### src/rtl/cmd_decoder_if.sv
// cmd_decoder_if: bundles the link-layer message stream and the shared unit bus
// of the command decoder.
//   msg_data/msg_valid/msg_end -> decoder, msg_ready <- decoder   (link side)
//   cmd/cmd_ready/arg_data/proto_error/cmd_timeout <- decoder     (unit side)
//   arg_advance/cmd_done -> decoder                              (unit side)
// Modports: slave = the decoder, master = link layer + units.
interface cmd_decoder_if #(
   parameter int CMD_BITS = 6
);
   logic [7:0]          msg_data;
   logic                msg_valid;
   logic                msg_end;
   logic                msg_ready;
   logic [CMD_BITS-1:0] cmd;
   logic                cmd_ready;
   logic [31:0]         arg_data;
   logic                arg_advance;
   logic                cmd_done;
   logic                proto_error;
   logic                cmd_timeout;

   modport slave (
      input  msg_data, msg_valid, msg_end, arg_advance, cmd_done,
      output msg_ready, cmd, cmd_ready, arg_data, proto_error, cmd_timeout
   );

   modport master (
      output msg_data, msg_valid, msg_end, arg_advance, cmd_done,
      input  msg_ready, cmd, cmd_ready, arg_data, proto_error, cmd_timeout
   );
endinterface

### src/rtl/cmd_decoder.sv
// cmd_decoder: decodes VLQ-encoded message fields into a command id plus an
// argument buffer, then dispatches the command on the unit bus until cmd_done.
// Ports:
//   i_clk    system clock
//   i_reset  synchronous active-high reset
//   bus      cmd_decoder_if.slave (message stream in, command/argument bus out)
// Optional feature: define CMD_DECODER_TIMEOUT_EN to build the dispatch
// watchdog (TIMEOUT_CYCLES); otherwise cmd_timeout is tied low and dispatch
// waits for cmd_done indefinitely.
module cmd_decoder #(
   parameter int CMD_BITS       = 6,
   parameter int MAX_ARGS       = 8,
   parameter int TIMEOUT_CYCLES = 65535
) (
   input  logic         i_clk,
   input  logic         i_reset,
   cmd_decoder_if.slave bus
);
   localparam int AW  = $clog2(MAX_ARGS);      // argument buffer index
   localparam int NFW = $clog2(MAX_ARGS + 2);  // fields seen: id + MAX_ARGS + overflow
   localparam int RPW = $clog2(MAX_ARGS + 1);  // nargs / rd_ptr, 0..MAX_ARGS

   typedef enum logic {S_COLLECT, S_DISPATCH} state_t;

   state_t              r_state;
   logic [24:0]         r_acc;       // only the low 25 bits can still be shifted up
   logic [2:0]          r_nbytes;    // bytes taken so far in the current field
   logic [NFW-1:0]      r_nfields;   // completed fields in the current message
   logic                r_err;
   logic [CMD_BITS-1:0] r_id;        // staged id, latched into r_cmd on dispatch
   logic [CMD_BITS-1:0] r_cmd;
   logic [RPW-1:0]      r_nargs;
   logic [RPW-1:0]      r_rd_ptr;
   logic                r_proto_err;
   logic [31:0]         r_args [MAX_ARGS];

   logic                w_accept;
   logic                w_sext;
   logic [31:0]         w_val;
   logic                w_fdone;
   logic                w_err;
   logic [NFW-1:0]      w_nf;
   logic                w_arg_we;

`ifdef CMD_DECODER_TIMEOUT_EN
   localparam int TOW = $clog2(TIMEOUT_CYCLES + 1);
   logic [TOW-1:0]      r_to_cnt;
   logic                r_cmd_to;
`endif

   assign w_accept = bus.msg_valid & (r_state == S_COLLECT);

   // Field decode for the byte on the bus; error state includes this byte.
   always_comb begin
      w_sext  = (r_nbytes == 3'd0) & bus.msg_data[6] & bus.msg_data[5];
      w_val   = (r_nbytes == 3'd0) ? {{25{w_sext}}, bus.msg_data[6:0]}
                                   : {r_acc, bus.msg_data[6:0]};
      w_fdone = ~bus.msg_data[7];
      w_err   = r_err;
      w_nf    = r_nfields;
      // a sixth byte in one field means the field overflowed 5 bytes
      if (r_nbytes == 3'd5) w_err = 1'b1;
      if (!w_err && w_fdone) begin
         if (r_nfields == '0) begin
            if (|w_val[31:CMD_BITS]) w_err = 1'b1;
         end else if (r_nfields > NFW'(MAX_ARGS)) begin
            w_err = 1'b1;
         end
         if (!w_err) w_nf = r_nfields + NFW'(1);
      end
   end

   assign w_arg_we = w_accept & ~w_err & w_fdone & (r_nfields != '0);

   // Argument storage needs no reset: reads are gated by nargs.
   always_ff @(posedge i_clk) begin
      if (w_arg_we) r_args[AW'(r_nfields - NFW'(1))] <= w_val;
   end

   always_ff @(posedge i_clk) begin
      if (i_reset) begin
         r_state     <= S_COLLECT;
         r_acc       <= '0;
         r_nbytes    <= '0;
         r_nfields   <= '0;
         r_err       <= 1'b0;
         r_id        <= '0;
         r_cmd       <= '0;
         r_nargs     <= '0;
         r_rd_ptr    <= '0;
         r_proto_err <= 1'b0;
`ifdef CMD_DECODER_TIMEOUT_EN
         r_to_cnt    <= '0;
         r_cmd_to    <= 1'b0;
`endif
      end else begin
         r_proto_err <= 1'b0;
`ifdef CMD_DECODER_TIMEOUT_EN
         r_cmd_to    <= 1'b0;
`endif
         case (r_state)
            S_COLLECT: begin
               if (bus.msg_valid) begin
                  r_err <= w_err;
                  // once in error, swallow bytes without decoding until msg_end
                  if (!w_err) begin
                     r_acc    <= w_val[24:0];
                     r_nbytes <= w_fdone ? 3'd0 : r_nbytes + 3'd1;
                     if (w_fdone) begin
                        r_nfields <= w_nf;
                        if (r_nfields == '0) r_id <= w_val[CMD_BITS-1:0];
                     end
                  end
                  if (bus.msg_end) begin
                     r_acc     <= '0;
                     r_nbytes  <= '0;
                     r_nfields <= '0;
                     r_err     <= 1'b0;
                     // w_fdone here also implies at least one complete field
                     if (!w_err && w_fdone) begin
                        r_cmd    <= (r_nfields == '0) ? w_val[CMD_BITS-1:0] : r_id;
                        r_nargs  <= RPW'(w_nf - NFW'(1));
                        r_rd_ptr <= '0;
                        r_state  <= S_DISPATCH;
`ifdef CMD_DECODER_TIMEOUT_EN
                        r_to_cnt <= '0;
`endif
                     end else begin
                        r_proto_err <= 1'b1;
                     end
                  end
               end
            end
            S_DISPATCH: begin
               if (bus.arg_advance && (r_rd_ptr != r_nargs))
                  r_rd_ptr <= r_rd_ptr + RPW'(1);
`ifdef CMD_DECODER_TIMEOUT_EN
               if (bus.cmd_done) begin
                  r_state <= S_COLLECT;
               end else if (r_to_cnt == TOW'(TIMEOUT_CYCLES - 1)) begin
                  r_state  <= S_COLLECT;
                  r_cmd_to <= 1'b1;
               end else begin
                  r_to_cnt <= r_to_cnt + TOW'(1);
               end
`else
               if (bus.cmd_done) r_state <= S_COLLECT;
`endif
            end
            default: r_state <= S_COLLECT;
         endcase
      end
   end

   assign bus.msg_ready   = (r_state == S_COLLECT);
   // combinational so the finishing unit never sees cmd_ready in its done cycle
   assign bus.cmd_ready   = (r_state == S_DISPATCH) & ~bus.cmd_done;
   assign bus.cmd         = r_cmd;
   assign bus.arg_data    = (r_rd_ptr < r_nargs) ? r_args[AW'(r_rd_ptr)] : 32'd0;
   assign bus.proto_error = r_proto_err;
`ifdef CMD_DECODER_TIMEOUT_EN
   assign bus.cmd_timeout = r_cmd_to;
`else
   assign bus.cmd_timeout = 1'b0;
`endif
endmodule

### src/flat_wrapper.sv
// flat-port wrapper written by rule: the top's interface ports become plain ports
module cmd_decoder_flat 
#(
   parameter int CMD_BITS       = 6,
   parameter int MAX_ARGS       = 8,
   parameter int TIMEOUT_CYCLES = 65535
)
  (i_clk, i_reset, bus_msg_data, bus_msg_valid, bus_msg_end, bus_arg_advance, bus_cmd_done, bus_msg_ready, bus_cmd, bus_cmd_ready, bus_arg_data, bus_proto_error, bus_cmd_timeout);
  cmd_decoder_if #(.CMD_BITS(CMD_BITS)) bus_i ();
  input  logic i_clk;
  input  logic i_reset;
  input wire logic [$bits(bus_i.msg_data)-1:0] bus_msg_data;
  input wire logic [$bits(bus_i.msg_valid)-1:0] bus_msg_valid;
  input wire logic [$bits(bus_i.msg_end)-1:0] bus_msg_end;
  input wire logic [$bits(bus_i.arg_advance)-1:0] bus_arg_advance;
  input wire logic [$bits(bus_i.cmd_done)-1:0] bus_cmd_done;
  output wire logic [$bits(bus_i.msg_ready)-1:0] bus_msg_ready;
  output wire logic [$bits(bus_i.cmd)-1:0] bus_cmd;
  output wire logic [$bits(bus_i.cmd_ready)-1:0] bus_cmd_ready;
  output wire logic [$bits(bus_i.arg_data)-1:0] bus_arg_data;
  output wire logic [$bits(bus_i.proto_error)-1:0] bus_proto_error;
  output wire logic [$bits(bus_i.cmd_timeout)-1:0] bus_cmd_timeout;
  assign bus_i.msg_data = bus_msg_data;
  assign bus_i.msg_valid = bus_msg_valid;
  assign bus_i.msg_end = bus_msg_end;
  assign bus_i.arg_advance = bus_arg_advance;
  assign bus_i.cmd_done = bus_cmd_done;
  assign bus_msg_ready = bus_i.msg_ready;
  assign bus_cmd = bus_i.cmd;
  assign bus_cmd_ready = bus_i.cmd_ready;
  assign bus_arg_data = bus_i.arg_data;
  assign bus_proto_error = bus_i.proto_error;
  assign bus_cmd_timeout = bus_i.cmd_timeout;
  cmd_decoder #(.CMD_BITS(CMD_BITS), .MAX_ARGS(MAX_ARGS), .TIMEOUT_CYCLES(TIMEOUT_CYCLES)) u_core (.i_clk(i_clk), .i_reset(i_reset), .bus(bus_i));
endmodule
### config.mk
export PLATFORM = sky130hd
export DESIGN_NAME = cmd_decoder_flat
export DESIGN_NICKNAME = d
export VERILOG_FILES = /design/src/rtl/cmd_decoder_if.sv /design/src/rtl/cmd_decoder.sv /design/src/flat_wrapper.sv
export SDC_FILE = /design/constraint.sdc
export NUM_CORES = 1
export LEC_CHECK = 0
export ABC_CLOCK_PERIOD_IN_PS = 10300
export CORE_MARGIN = 10
export CORE_UTILIZATION = 45
export DETAILED_ROUTE_END_ITERATION = 7
export HOLD_SLACK_MARGIN = 0.06
export SLEW_MARGIN = 20
export SYNTH_ARGS = -nofsm -noshare
export SYNTH_HDL_FRONTEND = slang
export SYNTH_SLANG_ARGS = --single-unit
### constraint.sdc
create_clock -name i_clk -period 10.3 [get_ports i_clk]
set_input_delay 2.06 -clock i_clk [delete_from_list [all_inputs] [get_ports i_clk]]
set_output_delay 2.06 -clock i_clk [all_outputs]
set_load 0.03 [all_outputs]
# --- Word level (Yosys, flattened, before mapping) ---
# Memories as Yosys holds them, arrays and structs flattened. A register that Yosys moved wholly into a read port is not among the register bits.
# Index checks and enable logic that the tools add are counted.
# Widths: inputs -> output; s select.
totals:
  output_inout_bits: 42
  ram_bits: 256
  mem_count: 1
  wordCells: 90
  input_bits: 14
  register_bits: 55
op_classes:
  magnitude_cmp: 2
  n_bitwise: 13
  n_mux: 35
  n_addsub: 5
  n_eq_ne: 8
  n_reduce_logical: 16
memory_table:
  columns: ["name", "depth", "width", "rd", "rd_ports_with_merged_regs", "write_ports", "line", "text"]
  rows:
  - ["u_core.r_args", 8, 32, 1, 1, 1, "cmd_decoder.sv:35", "logic [31:0] r_args [MAX_ARGS];"]
op_table:
  columns: ["cell", "n"]
  rows:
  - ["$mux 32", 2]
  - ["$mux 25", 2]
  - ["$mux 4", 9]
  - ["$reduce_or 26->1", 1]
  - ["$reduce_and 4->1", 4]
  - ["$mux 3", 5]
  - ["$mux 1", 14]
  - ["$add 4x1->4 const B", 2]
  - ["$ne 2x2->1 const B", 4]
  - ["$pmux 4 s2", 1]
  - ["$and 1x1->1", 7]
  - ["$mux 6", 1]
  - ["$not 1->1", 6]
  - ["$gt 4x4->1 const B", 1]
  - ["$logic_not 4->1", 1]
  - ["$lt 4x4->1", 1]
  - ["$ne 2x1->1 const B", 2]
  - ["$ne 4x4->1", 1]
  - ["$reduce_bool 4->1", 1]
  - ["$reduce_or 4->1", 1]
  - ["$sub 4x1->4 const B", 1]
  - ["$add 3x1->3 const B", 1]
  - ["$eq 3x3->1 const B", 1]
  - ["$logic_and 1x1->1", 3]
  - ["other kinds (6)", 7]

# --- Depth between registers and ports, before layout ---
depth:
  ltp_word: 17
  mapped_depth: 13

# --- Worst setup path before layout ---
# OpenSTA, ideal clock, no wires.
synth_timing:
  kind: "input to register"
  from: "in bus_msg_data[7]"
  to: "mem u_core.r_args[3][0] (enable)"
  stages: 3
  setup_time_ns: 0.461
  path_buffers: 0
  arrival_ns: 5.197
  path_slack_ns: 4.642
  required_time_ns: 9.839
  path_cell_list: "a211o_4 > or4_1 > nor3_1"
synth_via:
  elab_chain_cells: 9
synth_rtl:
  columns: ["element", "line", "text"]
  rows:
  - ["from (decl)", "flat_wrapper.sv:12", "input wire logic [$bits(bus_i.msg_data)-1:0] bus_msg_data;"]
  - ["$not 1->1 *", "cmd_decoder.sv:58", "w_fdone = ~bus.msg_data[7];"]
  - ["$logic_and 1x1->1", "cmd_decoder.sv:63", "if (!w_err && w_fdone) begin"]
  - ["$mux 1", "cmd_decoder.sv:63", null]
  - ["$not 1->1", "cmd_decoder.sv:73", "assign w_arg_we = w_accept & ~w_err & w_fdone & (r_nfields != '0);"]
  - ["$and 1x1->1", "cmd_decoder.sv:73", null]
  - ["$and 1x1->1 * (2 in series)", "cmd_decoder.sv:73", null]
  - ["$mux 1 *", "cmd_decoder.sv:77", "if (w_arg_we) r_args[AW'(r_nfields - NFW'(1))] <= w_val;"]
  - ["$mux 1 (implied by the code) *", "cmd_decoder.sv:77", null]
  - ["to (decl)", "cmd_decoder.sv:35", null]
# Mark *: on every way between the ends. The rest lies on a longest branch, timed or not.

==> metrics.cfg <==
[floorplanning]
die_y_um = 187
core_um2 = 27600
die_area_um2 = 35000
die_w_um = 187
num_rows = 61
pin_count = 56
start_util_pct = 45.5

[critical_path]
cp_slowest_cell = dfxtp_4
max_stage_delay_ns = 0.77
start_kind = register
endpoint_kind = output pin
crit_chain = buf_4, mux4_2, mux2i_1, nor2_1, clkdlybuf4s50_1
rrSetupSlack_ns = 6.43
crit_required_ns = 8.24
cp_data_arrival_time_ns = 3.48
path_max_fanout = 33
crit_type = register to output pin

[final_layout]
instances_no_fill = 1227
mostFrequentLayoutCells = edfxtp_1, nor2_1, nand2_1
antennaDiodeCount = 0
area_delta_synth_final_pct = 16.9
drive_above_1_share_pct = 17.9
nNetsFinal = 848
final_common_cell = edfxtp_1

[logic_synthesis]
ys_seq_elements = 314
synthFlopType = edfxtp_1
yosys_warnings = 0
ys_seq_area_share_pct = 70.4
synth_area_leaders = edfxtp_1, mux4_2, dfxtp_1, mux2i_1, nor2_1
synth_top_area_cell = edfxtp_1
yosys.area.top_type_share_pct = 61.2
async_flop_share_pct = 0
synth_xor_area_share_pct = 0.488
synthAdderAreaFrac_pct = 1.10
synth.avg_cell_area_um2 = 16.4
netlist_area_um2 = 12600
synth_compound_area_share_pct = 4.43
synth_top_family_by_area = multiplexers
synth_fp_nets = 789
netlist_instances = 764
synth_edf_count = 256
yosys.cell_types.count = 46
synthMuxAreaShare_pct = 14.7
yosys.area_share.simple_pct = 6.83

[sta]
worstMarginPinSlew_ns = 1.08
relSlewSlack_pct = 28.3
post-route-period-util_pct = 53.7
layout_min_cycle_time_ns = 5.54
setup_viol_count_final = 0
hold_slack_ns = 0.497
drv_slew = 0
hold_viol = 0
fmax_ghz = 0.181
rsz0062_at_grt = false
finalSetupTns_ns = 0
clock_skew_ns = 0.0208

[place]
dp.cells = 1164
dp_hpwl_mm = 15.1
gp_congestion = 0.808
portBuffers = 54

[grt]
grt_pass1_vias = 7312
grtUsageTotal_pct = 14.9
grt_pass1_wl_mm = 41.6
grt_start_max_net_pins = 65
grt_antenna_before_repair = 0
overflow = 0

[power_and_ir_drop]
finalPower_mw = 2.80
leakagePower_nw = 4.67
p_sw_uw = 620
clockPowerShare_pct = 42.9
switching_share_pct = 22.2
combPwrFrac_pct = 6.9
ir_worst_vdd_uv = 112
internal_power_mw = 2.18
p_per_area_nw_per_um2 = 190
seqPwrFrac_pct = 50.2

[detailed_routing]
wirelength_mm = 26.4
first_pass_iters = 5
vias = 6940
vias_per_cell = 5.66
ant_nets = 0
drc = 0
drt_iter0_drc = 533
wl_per_cell_um = 21.5

[clocking]
htreeDepth = 2
cts_resized = 0
clk_root_buffer_cell = clkbuf_16
numCtsBuffers = 34
cts_tree = done
cts_buffer_depth = 3
clk-insertion-delay-late_ns = 0.51
cts_hold_buf = 0
cts_setup_buffers = 0
path_clk_slew_ns = 0.06
cts.sinks = 314

[min_path]
hold_path.class = register to register

[run_status]
status = completed

[job]
drv_cap = 0

-- final timing paths --
kind                                             end                 from  cells past startpoint
worst max-delay path                bus_arg_data[10]             register                      5
worst min-delay path                    u_core.r_err         u_core.r_err                      2
worst max register to register  u_core.r_args[6][29]  u_core.r_nfields[0]                      7
worst min register to register          u_core.r_err         u_core.r_err                      2
-- kinds of logic after synthesis --
logic type,count (synthesis)
and+or+nand+nor,196
buffers and inverters,59
other,1
muxes,105
AOI/OAI and AO/OA,71
xor gates and xnor gates,7
adders and majority gates,11
DFF,314
-- critical path: cells and delay by family (launching register included) --
kind	cells	cell delay (ns)
buffers and inverters	2	1.28
DFF	1	0.77
muxes	2	0.81
and+or+nand+nor	1	0.07
-- cells in the mapped netlist, types with 5 or more instances --
| cell type | instances |
|---|---|
| a21oi_1 | 9 |
| a311oi_1 | 6 |
| a32oi_1 | 25 |
| buf_1 | 5 |
| buf_2 | 11 |
| clkbuf_1 | 29 |
| dfxtp_1 | 58 |
| edfxtp_1 | 256 |
| ha_1 | 11 |
| inv_1 | 12 |
| mux2i_1 | 41 |
| mux4_2 | 64 |
| nand2_1 | 65 |
| nand2b_1 | 5 |
| nor2_1 | 89 |
| nor3_1 | 9 |
| o21ai_0 | 13 |
| or4_1 | 5 |
-- area by class of cell --
cell class	instances	area, um^2
Clock buffer	46	980
Clock inverter	16	151
Fill cell	2237	12900
Inverter	12	45.0
Multi-Input combinational cell	391	3530
Sequential cell	314	8850
Tap cell	378	473
Timing Repair Buffer	70	659
-- sequential cells by signal, indices dropped and copies added, names as in the netlist, named ones only --
signal,cells
u_core.r_nargs,4
u_core.r_args,256
u_core.r_rd_ptr,4
u_core.bus.proto_error,1
u_core.r_state,1
u_core.bus.cmd,6
u_core.r_nfields,4
u_core.r_err,1
u_core.r_acc,25
u_core.r_id,6
u_core.r_nbytes,3
-- through the flow --
step | setup slack, ns | area (um^2) | utilization, %
after floorplan | 4.64 | 12600 | -
after global placement | 4.93 | 13500 | 49.0
after detailed placement | 4.95 | 13500 | 49.0
after CTS | 4.60 | 14700 | 53.1
after global routing | 4.47 | 14700 | 53.2
final | 4.76 | 14700 | 53.2
-- power groups by stage --
stage	Clock, mW	Combinational (mW)	Sequential [mW]
final	1.20	0.193	1.40
after global routing	1.28	0.210	1.40
after floorplan	0	0.119	1.43
after detailed placement	0	0.193	1.43
after global placement	0	0.187	1.43
after CTS	1.23	0.194	1.40
-- per-layer routing --
layer | part of all wire, % | routed length [um] | global-route usage, % | up-vias
met5 | 0 | 0 | 0 | -
met4 | 1.4 | 364 | 3.75 | 0
met3 | 5.2 | 1370 | 2.78 | 31
met2 | 50 | 13200 | 25.5 | 194
met1 | 43 | 11500 | 19.2 | 3609
li1 | - | - | - | 3106
No activity file was read; power rests on OpenSTA's default activity.
